<file path="src/rtl/apb3_rr_master_arb.sv">
// Two-client round-robin arbiter that sequences single APB3 transfers (SETUP/ACCESS) and
// aborts an ACCESS phase when PREADY stays low for TIMEOUT cycles.
module apb3_rr_master_arb #(
    parameter int unsigned ADDR_WIDTH = 24,
    parameter int unsigned DATA_WIDTH = 32,
    parameter int unsigned TIMEOUT    = 256
) (
    input  logic                  PCLK,
    input  logic                  PRESET,
    input  logic                  REQ0,
    input  logic                  WR0,
    input  logic [ADDR_WIDTH-1:0] ADDR0,
    input  logic [DATA_WIDTH-1:0] WDATA0,
    output logic                  ACK0,
    output logic [DATA_WIDTH-1:0] RDATA0,
    output logic                  ERR0,
    input  logic                  REQ1,
    input  logic                  WR1,
    input  logic [ADDR_WIDTH-1:0] ADDR1,
    input  logic [DATA_WIDTH-1:0] WDATA1,
    output logic                  ACK1,
    output logic [DATA_WIDTH-1:0] RDATA1,
    output logic                  ERR1,
    output logic                  GNT_ID,
    output logic                  PSEL,
    output logic                  PENABLE,
    output logic                  PWRITE,
    output logic [ADDR_WIDTH-1:0] PADDR,
    output logic [DATA_WIDTH-1:0] PWDATA,
    input  logic [DATA_WIDTH-1:0] PRDATA,
    input  logic                  PREADY,
    input  logic                  PSLVERR
);

    localparam int unsigned CntWidth = $clog2(TIMEOUT + 1);
    localparam logic [CntWidth-1:0] CntLast = CntWidth'(TIMEOUT - 1);

    typedef enum logic [1:0] {StIdle, StSetup, StAccess, StDone} state_e;

    state_e              state;
    logic                last_gnt;
    logic [CntWidth-1:0] wait_cnt;
    logic                any_req;
    logic                winner;
    logic                finish;
    logic                timed_out;
    logic                err_val;
    logic [DATA_WIDTH-1:0] rdata_val;

    always_comb begin
        any_req   = REQ0 | REQ1;
        // On a tie the client that did not win last time gets the bus.
        winner    = REQ1 & (~REQ0 | ~last_gnt);
        timed_out = ~PREADY & (wait_cnt == CntLast);
        finish    = PREADY | timed_out;
        err_val   = timed_out | PSLVERR;
        rdata_val = timed_out ? '0 : PRDATA;
    end

    always_ff @(posedge PCLK) begin
        if (PRESET) begin
            state    <= StIdle;
            last_gnt <= 1'b1;
            wait_cnt <= '0;
            GNT_ID   <= 1'b0;
            PSEL     <= 1'b0;
            PENABLE  <= 1'b0;
            PWRITE   <= 1'b0;
            PADDR    <= '0;
            PWDATA   <= '0;
            ACK0     <= 1'b0;
            ACK1     <= 1'b0;
            ERR0     <= 1'b0;
            ERR1     <= 1'b0;
            RDATA0   <= '0;
            RDATA1   <= '0;
        end else begin
            case (state)
                StIdle: begin
                    if (any_req) begin
                        PWRITE   <= winner ? WR1 : WR0;
                        PADDR    <= winner ? ADDR1 : ADDR0;
                        PWDATA   <= winner ? WDATA1 : WDATA0;
                        GNT_ID   <= winner;
                        last_gnt <= winner;
                        PSEL     <= 1'b1;
                        wait_cnt <= '0;
                        state    <= StSetup;
                    end
                end
                StSetup: begin
                    PENABLE <= 1'b1;
                    state   <= StAccess;
                end
                StAccess: begin
                    if (finish) begin
                        PSEL    <= 1'b0;
                        PENABLE <= 1'b0;
                        state   <= StDone;
                        if (GNT_ID) begin
                            ACK1 <= 1'b1;
                            ERR1 <= err_val;
                            if (!PWRITE) RDATA1 <= rdata_val;
                        end else begin
                            ACK0 <= 1'b1;
                            ERR0 <= err_val;
                            if (!PWRITE) RDATA0 <= rdata_val;
                        end
                    end else begin
                        wait_cnt <= wait_cnt + 1'b1;
                    end
                end
                StDone: begin
                    // ERR is only meaningful alongside ACK, so both drop together.
                    ACK0  <= 1'b0;
                    ACK1  <= 1'b0;
                    ERR0  <= 1'b0;
                    ERR1  <= 1'b0;
                    state <= StIdle;
                end
                default: state <= StIdle;
            endcase
        end
    end

endmodule

</file>
<file path="config.mk">
export PLATFORM = sky130hd
export DESIGN_NAME = apb3_rr_master_arb
export DESIGN_NICKNAME = d
export VERILOG_FILES = /design/src/rtl/apb3_rr_master_arb.sv
export SDC_FILE = /design/constraint.sdc
export NUM_CORES = 1
export LEC_CHECK = 0
export BUFFER_PORTS_ARGS = -buffer_cell sky130_fd_sc_hd__clkbuf_2
export CAP_MARGIN = 20
export CORE_UTILIZATION = 43
export CTS_BUF_LIST = sky130_fd_sc_hd__clkbuf_4
export DETAILED_ROUTE_END_ITERATION = 16
export GPL_ROUTABILITY_DRIVEN = 0
export HOLD_SLACK_MARGIN = 0.12
export PLACE_DENSITY = 0.76
export RECOVER_POWER = 25
export SKIP_LAST_GASP = 1
export SLEW_MARGIN = 20
export SYNTH_ARGS = -nofsm -noshare
export SYNTH_HDL_FRONTEND = slang
export SYNTH_SLANG_ARGS = --single-unit
</file>
<file path="constraint.sdc">
create_clock -name PCLK -period 1.75 [get_ports PCLK]
set_input_delay 0 -clock PCLK [delete_from_list [all_inputs] [get_ports PCLK]]
set_output_delay 0 -clock PCLK [all_outputs]
set_load 0.005 [all_outputs]
</file>
==> key figures, run 1 <==
Status
  • Status: finished, violations left
  • Failing checks: negative setup slack

Cells and area
  • Layout cell share with drive strength beyond 1: 0.365
  • # nets final: 1,255
  • Finished Cell Area: 0.00979 mm2
  • Synthesis-to-finish area growth: 69.8%
  • Fillers: 817

Clock tree
  • CTS Sinks: 140
  • CTS max path bufs: 2
  • CTS H-Tree Depth: 4
  • CTS tree: done
  • CTS Buf Count: 17
  • CTS clock-pin slew for the worst setup and hold paths: 0.15 ns
  • Clock root buffer master: clkbuf_4
  • Clock latency on the worst-skew pair: 0.54 ns

Worst setup path
  • Critical Path Fanout Max: 8
  • CP Data Required Time: 2.22 ns
  • Crit end category: flop
  • Crit Path Class: reg -> reg
  • Worst EP arrival: 2.31 ns
  • CP Launch Type: flop

Global routing
  • Grt total ovfl: 0
  • GR Util met2: 0.550
  • Initial antenna violation count: 1
  • Met3 GRT Util: 0.116
  • Tot GR Track Use: 0.333
  • Vias in the first global route: 7,028
  • Met1 Resource Use GR: 0.349
  • Gr busiest metal: met2
  • Largest net degree at the start of global routing: 74
  • Global-route wire length before repair: 36,300 um

STA
  • Slew Viols, Final: 0
  • Slew HR: 0.692
  • Worst Tran Pin Value: 0.461 ns
  • Final WS setup: -0.0903 ns
  • Endpoints failing hold: 0
  • Final setup viols: 62
  • Setup TNS: -2.60 ns
  • Period Utilization, post-route: 1.05
  • RSZ-0062 raised after global routing: yes
  • Max Freq: 543 MHz
  • Clock Skews: 0.0332 ns
  • Tmin final: 1.84 ns

Route
  • 1st-iter DRT viols: 809
  • Detail Route Antenna Nets: 0
  • Routed wire length: 25,100 um
  • Drt first pass iters: 6
  • Total number of vias: 7,148
  • Routed WL per cell: 19.5 um
  • DRC viols: 0
  • Via-per-instance ratio: 5.57

Logic synthesis
  • Most common cell in the synthesized netlist: dfxtp_1
  • EDFF count, synth: 0
  • Top FF cell, synth: dfxtp_1
  • Sequential area share after synthesis: 0.486
  • Yosys reg bits: 140
  • Syn Nets: 808
  • Commonest cells post-synth: dfxtp_1, a21oi_1, nor2_1
  • FFs w/ async S/R, synth: 0
  • Syn Area/Cell: 8.85 um2
  • Syn Inst Count: 651
  • Synth Warn #: 0
  • Post-synth top area share: 0.486
  • Mapped Area: 0.00576 mm2
  • Yosys top cell by area: dfxtp_1
  • Ranking of synthesized cells by area: dfxtp_1, mux2i_1, a211oi_1
  • Netlist cell types: 36

Placed design
  • Post-place instance area: 0.00758 mm2
  • Final HPWL DP: 12,000 um
  • IO buf count: 279

Power
  • Pwr/cell area: 1080 mW/mm2
  • Maximum VDD drop: 763 uV
  • Leak: 0.00412 uW

Die
  • Rows: 41
  • Core area: 0.0128 mm2
  • Die Footprint: 0.0139 mm2
  • Ports: 280
  • Initial core utilization: 0.449
  • Die width: 118 um
  • Die H: 118 um

Job
  • Maxcap violations: 0

Hold path
  • Worst min path class: in -> reg
==> final cells by class <==
type,count,area [um2],area share
repair buffers,484,3480,0.355
clock buffers,19,143,0.0146
inverters,3,11.3,0.00115
flip-flops and latches,140,2810,0.287
well taps,172,215,0.0220
clock inverters,13,119,0.0121
diodes,1,2.50,0.000256
multi-input cells,452,3010,0.308
==> final timing paths <==
kind	depth (start not counted)	slack [ns]	endpoint	from
worst max-delay path	10	-0.09	RDATA1[9]$_SDFFE_PP0P_	wait_cnt[1]$_SDFFE_PP0P_
worst min-delay path	4	0.26	RDATA0[29]$_SDFFE_PP0P_	PRDATA[29]
worst max register to register	10	-0.09	RDATA1[9]$_SDFFE_PP0P_	wait_cnt[1]$_SDFFE_PP0P_
worst min register to register	2	0.46	RDATA0[0]$_SDFFE_PP0P_	RDATA0[0]$_SDFFE_PP0P_
==> metrics by stage <==
stage          setup WS [ns]  total power (uW)  utilization  hold WS (ns)  instances
2_1_floorplan        -0.0573              6240            -         0.147        651
3_3_place_gp         -0.0900              7620        0.591         0.252       1083
3_5_place_dp          -0.115              7710        0.591         0.255       1083
4_1_cts              -0.0911              9990        0.736         0.213       1271
5_1_grt               -0.207             11100        0.763         0.233       1284
6_report             -0.0903             10600        0.763         0.264       1284
==> routing by layer <==
metal | share of wire | up-vias
met5 | 0 | -
met3 | 0.10 | 165
li1 | - | 3191
met2 | 0.47 | 518
met4 | 0.071 | 0
met1 | 0.35 | 3274
==> placed cells by master, fill, tap and decap left out, drive strengths merged, types with 2 or more instances in the layout <==
| cell type | n |
|---|---|
| xnor2 | 6 |
| buf | 53 |
| clkinvlp | 5 |
| or3 | 3 |
| mux2i | 60 |
| nor2 | 73 |
| clkinv | 5 |
| or2 | 4 |
| o21a | 2 |
| ha | 5 |
| a211oi | 58 |
| o211ai | 3 |
| o21ai | 4 |
| nor2b | 5 |
| a21oi | 74 |
| inv | 5 |
| dfxtp | 140 |
| nor3 | 4 |
| clkbuf | 299 |
| nor4 | 3 |
| nor4b | 2 |
| nand3 | 68 |
| nand2b | 5 |
| dlygate4sd3 | 151 |
| nand2 | 66 |
==> logic make-up after synthesis <==
| group | Yosys count | synth area share |
|---|---|---|
| AO/OA/AOI/OAI | 145 | 0.156 |
| XOR/XNOR | 6 | 0.00912 |
| adder cells (fa/ha/maj) | 5 | 0.0109 |
| buffers and inverters | 61 | 0.0504 |
| flip-flops | 140 | 0.486 |
| multiplexers | 60 | 0.104 |
| AND/OR/NAND/NOR | 234 | 0.183 |
==> sequential cells by signal, indices dropped and copies added, names as in the netlist <==
register  count
PWRITE        1
state         2
ERR0          1
PENABLE       1
ACK0          1
ERR1          1
GNT_ID        1
PSEL          1
ACK1          1
RDATA1       32
PWDATA       32
wait_cnt      9
last_gnt      1
RDATA0       32
PADDR        24
==> repair_timing <==
action,4_1_cts,5_1_grt
hold endpoints to repair,135,0
resized for setup,11,52
cloned,2,3
pin swaps,5,44
hold buffers,151,0
setup endpoints to repair,77,87
buffers inserted,3,9
==> power breakdown <==
group          total [uW]  switching [uW]  internal, uW
sequential           4300             478          3830
clock                1980            1240           739
combinational        4310            2380          1940
total               10600            4100          6500
==> critical path: stages (launching register included) <==
cell and delay, ns:
dfxtp_2 0.37, ha_4 0.14, nand3_2 0.09, nor2_4 0.11
ha_4 0.18, o211ai_1 0.16, nor2_2 0.21, buf_6 0.15
clkbuf_16 0.17, nand3_2 0.09, a21oi_2 0.12
(Power assumes the default switching activity.)
==> inputs of run 2 (changes only) <==
--- a/config.mk
+++ b/config.mk
@@ -14,6 +14,7 @@
 export HOLD_SLACK_MARGIN = 0.12
 export PLACE_DENSITY = 0.76
 export RECOVER_POWER = 25
+export SETUP_SLACK_MARGIN = 0.4
 export SKIP_LAST_GASP = 1
 export SLEW_MARGIN = 20
 export SYNTH_ARGS = -nofsm -noshare
==> run 2 against run 1 <==
Against the previous run:
- the flow still finishes with violations (negative setup slack)
- via count up 9.4%
- register-to-register slack worse by 0.095 ns
- clock skew up 0.029 ns
- largest cell class unchanged
- design area up 10%
- worst setup slack worse by 0.095 ns
- sequential power up 5.3%
- sequential share of layout area down 2.6 points
- fmax down 4.9%
- worst hold slack worse by 0.033 ns
- first-iteration DRC count down 3.7%
- clock power up 16%
==> key figures, run 2 (synthesis results as in run 1) <==
Route
  • Detail Route Antenna Nets: 0 (unchanged)
  • Via-per-instance ratio: 5.93 (+6.5%)
  • Routed wire length: 31,300 um (+25%)
  • 1st-iter DRT viols: 779 (-3.7%)
  • Top sig layer: met4
  • Routed WL per cell: 23.7 um (+22%)
  • DR WL met3: 3730 um (+47%)
  • WL met2: 14,400 um (+21%)
  • Drt first pass iters: 7 (+1)
  • DRC viols: 0 (unchanged)
  • Total number of vias: 7,819 (+9.4%)
  • Met1 Wirelength: 10,700 um (+20%)

Cells and area
  • Layout cell share with drive strength beyond 1: 0.433 (+0.0674)
  • Top flop regs: PWDATA (32), RDATA0 (32), RDATA1 (32)
  • Synthesis-to-finish area growth: 87.1%
  • Commonest non-fill, non-tap cell in the layout: clkbuf_2
  • Most frequent cells in the layout: clkbuf_2, dlygate4sd3_1, dfxtp_1
  • # nets final: 1,290 (+2.8%)

STA
  • Tmin final: 1.94 ns (+0.0953 ns)
  • Final WS setup: -0.186 ns (-0.0953 ns)
  • Final setup viols: 79 (+27%)
  • Setup TNS: -9.07 ns (-6.47 ns)
  • Slew Viols, Final: 0 (unchanged)
  • Slew HR: 0.577 (-0.115)
  • Period Utilization, post-route: 1.11 (+0.0545)
  • Worst Tran Pin Value: 0.631 ns (+0.170 ns)
  • Endpoints failing hold: 0 (unchanged)
  • Fin Hold WS: 0.232 ns (-0.0327 ns)
  • Max Freq: 517 MHz (-4.9%)
  • Clock Skews: 0.0621 ns (+0.0289 ns)
  • RSZ-0062 raised after global routing: yes

Worst setup path
  • Flop2flop setup slack: -0.19 ns (-0.10 ns)
  • Crit end category: flop
  • CP Data Required Time: 2.18 ns (-0.04 ns)
  • Crit Path Class: reg -> reg
  • Critical Path Fanout Max: 10 (+2)
  • Worst EP arrival: 2.36 ns (+0.05 ns)
  • CP Launch Type: flop

Die
  • Initial core utilization: 0.449 (unchanged)
  • Die width: 118 um (unchanged)
  • Die H: 118 um (unchanged)
  • Core area: 0.0128 mm2 (unchanged)
  • Rows: 41 (unchanged)
  • Die Footprint: 0.0139 mm2 (unchanged)
  • Ports: 280 (unchanged)

Global routing
  • Grt total ovfl: 0 (unchanged)
  • Tot GR Track Use: 0.349 (+0.0162)
  • Largest net degree at the start of global routing: 62 (-16%)
  • Global-route wire length before repair: 37,800 um (+4.0%)
  • Vias in the first global route: 7,210 (+2.6%)
  • Initial antenna violation count: 1 (unchanged)

Clock tree
  • CTS tree: done
  • CTS max path bufs: 2 (unchanged)
  • CTS Buf Count: 17 (unchanged)
  • Clock root buffer master: clkbuf_4
  • Clock latency on the worst-skew pair: 0.60 ns (+0.06 ns)
  • CTS clock-pin slew for the worst setup and hold paths: 0.17 ns (+0.02 ns)
  • CTS Sinks: 140 (unchanged)
  • CTS H-Tree Depth: 4 (unchanged)

Placed design
  • DP Worst Slack: -0.116 ns (-0.000947 ns)
  • IO buf count: 279 (unchanged)
  • Final HPWL DP: 11,400 um (-4.8%)

Status
  • Failing checks: negative setup slack
  • Status: finished, violations left

Power
  • Leak: 0.00450 uW (+9.4%)
  • Pwr/cell area: 1330 mW/mm2 (+23%)
  • Maximum VDD drop: 1030 uV (+35%)

Hold path
  • Worst min path class: in -> reg

Job
  • Maxcap violations: 0 (unchanged)
[run 2: layout make-up]
| type | count | area, um2 |
|---|---|---|
| Timing Repair Buffer | 519 | 4130 |
| Multi-Input combinational cell | 452 | 3320 |
| Sequential cell | 140 | 2810 |
| Fill cell | 676 | 2040 |
| Tap cell | 172 | 215 |
| Clock inverter | 15 | 164 |
| Clock buffer | 17 | 128 |
| Inverter | 3 | 11.3 |
| Antenna cell | 1 | 2.50 |
[run 2: power by group]
part           switching (uW)  internal [uW]
registers                 696           3830
logic                    3780           3770
clock network            1420            878
[run 2: path summary, 6_finish.rpt]
check                                from                       to  cells past startpoint
setup / recovery    state[0]$_SDFFE_PP0P_   PADDR[10]$_SDFFE_PP0P_                      8
hold reg to reg   RDATA0[14]$_SDFFE_PP0P_  RDATA0[14]$_SDFFE_PP0P_                      2
setup reg to reg    state[0]$_SDFFE_PP0P_   PADDR[10]$_SDFFE_PP0P_                      8
hold / removal                 PRDATA[25]  RDATA0[25]$_SDFFE_PP0P_                      4
[run 2: repair_timing]
item	CTS	global route
hold buffers	152	0
buffers inserted	19	19
cloned	9	10
resized for setup	54	117
endpoints found under the setup margin	135	141
pin swaps	10	53
endpoints found under the hold margin	134	0
[run 2: critical path: stages, from the launching register on]
cell	delay, ns
dfxtp_2	0.35
inv_2	0.07
ha_4	0.18
buf_4	0.12
buf_6	0.11
o21a_4	0.16
buf_4	0.19
nor2_1	0.08
a211oi_1	0.56
[run 2: routing by layer]
metal | vias to the layer above | track usage
met3 | 242 | 0.103
met1 | 3571 | 0.380
met5 | - | 0
li1 | 3263 | -
met4 | 0 | 0.228
met2 | 743 | 0.588
[run 2: through the flow]
step                      area, um2  total power [uW]  cells   util
after floorplan                5930              6470    651      -
after global placement         7570              7600   1077  0.590
after detailed placement       7570              7670   1077  0.590
after CTS                      9980             11500   1289  0.778
after global routing          10800             14800   1319  0.841
final                         10800             14400   1319  0.841
==> inputs of run 3 (changes only) <==
--- a/config.mk
+++ b/config.mk
@@ -7,10 +7,12 @@
 export LEC_CHECK = 0
 export BUFFER_PORTS_ARGS = -buffer_cell sky130_fd_sc_hd__clkbuf_2
 export CAP_MARGIN = 20
+export CORE_MARGIN = 2
 export CORE_UTILIZATION = 43
 export CTS_BUF_LIST = sky130_fd_sc_hd__clkbuf_4
 export DETAILED_ROUTE_END_ITERATION = 16
 export GPL_ROUTABILITY_DRIVEN = 0
+export GPL_TIMING_DRIVEN = 0
 export HOLD_SLACK_MARGIN = 0.12
 export PLACE_DENSITY = 0.76
 export RECOVER_POWER = 25
==> constraint.sdc (replaced) <==
create_clock -name PCLK -period 1.75 [get_ports PCLK]
set_input_delay 0.0875 -clock PCLK [delete_from_list [all_inputs] [get_ports PCLK]]
set_output_delay 0.0875 -clock PCLK [all_outputs]
set_load 0.005 [all_outputs]
==> run 3 against run 2 <==
Against the previous run:
- the run still ends with negative setup slack left
- count of clock-buffer cells in the layout rose by 2
- power decreased by 3.4%
- critical endpoint is now RDATA0[14]$_SDFFE_PP0P_
- final cell count rose by 1.4%
- global-route usage decreased by 0.30 points
- critical path type unchanged
- register-to-register slack got worse by 0.08 ns
- clock skew shrank 0.035 ns
- worst hold slack lost 0.021 ns
- fmax fell by 4.1%
- worst setup slack worse by 0.083 ns
- combinational power decreased by 2%
- die area grew 3.4%
==> key figures, run 3 (synthesis results as in run 1) <==
STA
  • RSZ-0062 raised after global routing: yes
  • Final WS setup: -0.269 ns (-0.0829 ns)
  • Fin Hold WS: 0.210 ns (-0.0210 ns)
  • Period Utilization, post-route: 1.15 (+0.0474)
  • Tmin final: 2.02 ns (+0.0829 ns)
  • Endpoints failing hold: 0 (unchanged)
  • Final setup viols: 98 (+24%)
  • Slew Viols, Final: 0 (unchanged)
  • Slew HR: 0.258 (-0.319)
  • Worst Tran Pin Value: 1.11 ns (+0.483 ns)
  • Max Freq: 495 MHz (-4.1%)
  • Clock Skews: 0.0272 ns (-0.0349 ns)

Placed design
  • Post-place instance area: 0.00754 mm2 (-0.35%)
  • IO buf count: 278 (-0.36%)
  • Final HPWL DP: 14,000 um (+23%)

Cells and area
  • Top flop regs: PWDATA (32), RDATA0 (32), RDATA1 (32)
  • Synthesis-to-finish area growth: 95.9%
  • Sequential Area: 0.00282 mm2 (+0.31%)
  • Multi-input gate area: 0.00390 mm2 (+17%)
  • Fillers: 591 (-13%)
  • Finished Cell Area: 0.0113 mm2 (+4.7%)
  • Commonest non-fill, non-tap cell in the layout: clkbuf_2
  • Most frequent cells in the layout: clkbuf_2, dlygate4sd3_1, dfxtp_1
  • Layout cell share with drive strength beyond 1: 0.512 (+0.0793)
  • # nets final: 1,303 (+1.0%)

Clock tree
  • CTS H-Tree Depth: 4 (unchanged)
  • CTS clock-pin slew for the worst setup and hold paths: 0.13 ns (-0.04 ns)
  • Clock root buffer master: clkbuf_4
  • CTS tree: done
  • CTS Buf Count: 17 (unchanged)
  • CTS Sinks: 140 (unchanged)
  • Clock latency on the worst-skew pair: 0.60 ns (about the same)
  • CTS max path bufs: 2 (unchanged)

Route
  • Detail Route Antenna Nets: 0 (unchanged)
  • Routed wire length: 35,700 um (+14%)
  • Via-per-instance ratio: 6.29 (+6.1%)
  • Routed WL per cell: 26.7 um (+13%)
  • Drt first pass iters: 6 (-1)
  • Total number of vias: 8,419 (+7.7%)
  • DRC viols: 0 (unchanged)
  • 1st-iter DRT viols: 998 (+28%)

Power
  • Overall power: 13,900 uW (-3.4%)
  • Sw Ratio: 0.425 (+0.0151)
  • Switch Pwr: 5910 uW (+0.18%)
  • Leak: 0.00454 uW (+0.81%)
  • Maximum VDD drop: 894 uV (-14%)
  • Comb pwr share: 0.531 (+0.006)
  • Pwr/cell area: 1230 mW/mm2 (-7.7%)
  • Clock share of power: 0.145 (-0.015)
  • Pint: 7990 uW (-5.8%)
  • Seq pwr share: 0.324 (+0.009)

Die
  • Ports: 280 (unchanged)
  • Core area: 0.0132 mm2 (+2.8%)
  • Die H: 120 um (+1.7%)
  • Initial core utilization: 0.437 (-0.0124)
  • Rows: 42 (+2.4%)
  • Die width: 120 um (+1.7%)
  • Die Footprint: 0.0143 mm2 (+3.4%)

Hold path
  • Critical hold path startpoint: REQ1
  • Worst min path class: in -> reg
  • WHS Path Cells: 5 (+1)
  • Worst Hold Path EP: PSEL$_SDFFE_PP0P_

Global routing
  • Grt total ovfl: 0 (unchanged)
  • Vias in the first global route: 7,324 (+1.6%)
  • Global-route wire length before repair: 38,300 um (+1.5%)
  • Tot GR Track Use: 0.346 (-0.00300)
  • Initial antenna violation count: 6 (+5)
  • Largest net degree at the start of global routing: 17 (-73%)

Job
  • Maxcap violations: 0 (unchanged)

Status
  • Failing checks: negative setup slack
  • Status: finished, violations left

Worst setup path
  • Crit end category: flop
  • RR Startpoint: wait_cnt[5]$_SDFFE_PP0P_
  • Flop2flop setup slack: -0.27 ns (-0.08 ns)
  • CP Launch Type: flop
  • CP Data Required Time: 2.19 ns (about the same)
  • CP max-delay cell: dfxtp_2
  • Reg2Reg Depth: 9 (+1)
  • FF-to-FF End: RDATA0[14]$_SDFFE_PP0P_
  • Worst EP arrival: 2.46 ns (+0.10 ns)
  • Critical Path Fanout Max: 8 (-2)
  • Worst-path cell chain: nand4_1 > nor2_4 > ha_4 > o21ai_4 > or3_4 > buf_12 > buf_8 > nand2_4 > a21oi_1
  • Crit Path Class: reg -> reg
  • CP max stage delay: 0.39 ns (-0.17 ns)
[run 3: metal layers]
layer | vias up | GRT usage | wire [um]
met1 | 3831 | 0.358 | 11100
met2 | 916 | 0.598 | 16500
li1 | 3285 | - | -
met4 | 2 | 0.243 | 3870
met5 | - | 0 | 7
met3 | 385 | 0.102 | 4230
[run 3: timing repair]
item,CTS,global route
hold buffers,150,0
pin swaps,68,58
endpoints found under the hold margin,129,0
cloned,5,8
gates resized for setup,101,292
setup endpoints to repair,140,141
setup buffers,20,15
[run 3: worst max-delay path by stage]
stage / start / endpoint / cells past startpoint
finish: wait_cnt[5]$_SDFFE_PP0P_ / RDATA0[14]$_SDFFE_PP0P_ / 9
global route: wait_cnt[5]$_SDFFE_PP0P_ / RDATA1[15]$_SDFFE_PP0P_ / 8
CTS: wait_cnt[0]$_SDFFE_PP0P_ / RDATA0[15]$_SDFFE_PP0P_ / 10
detailed placement: wait_cnt[1]$_SDFFE_PP0P_ / RDATA1[18]$_SDFFE_PP0P_ / 9
global placement: wait_cnt[1]$_SDFFE_PP0P_ / RDATA1[18]$_SDFFE_PP0P_ / 9
floorplan: wait_cnt[1]$_SDFFE_PP0P_ / RDATA0[0]$_SDFFE_PP0P_ / 10
[run 3: power by group through the flow]
| stage | Combinational [uW] | Clock, uW | Sequential (uW) |
|---|---|---|---|
| detailed placement | 3640 | 0 | 4250 |
| global placement | 3580 | 0 | 4240 |
| finish | 7380 | 2020 | 4500 |
| floorplan | 2200 | 0 | 4270 |
| global route | 7590 | 2150 | 4560 |
| CTS | 4170 | 1900 | 4200 |
[run 3: final cells by class]
class | count | area share
diodes | 4 | 0.000887
flip-flops and latches | 140 | 0.250
well taps | 176 | 0.0195
clock inverters | 12 | 0.00887
repair buffers | 476 | 0.308
clock buffers | 19 | 0.0126
inverters | 3 | 0.000997
plain buffers | 58 | 0.0544
multi-input cells | 450 | 0.345
[run 3: per-stage QoR]
stage                     setup WS, ns  instances  TNS, ns   util
after global routing            -0.346       1338   -20.95  0.856
after CTS                       -0.123       1311    -6.60  0.745
final                           -0.269       1338   -16.45  0.856
after floorplan                -0.0570        651    -2.95      -
after detailed placement        -0.452       1105   -21.15  0.572
after global placement          -0.431       1105   -19.55  0.572
[run 3: worst max-delay path: cells and delay by family, from the launching register on]
family | cells | cell delay [ns]
AND/OR/NAND/NOR | 4 | 0.84
adder cells (fa/ha/maj) | 1 | 0.17
AO/OA/AOI/OAI | 2 | 0.15
buffers and inverters | 2 | 0.32
flip-flops | 1 | 0.39
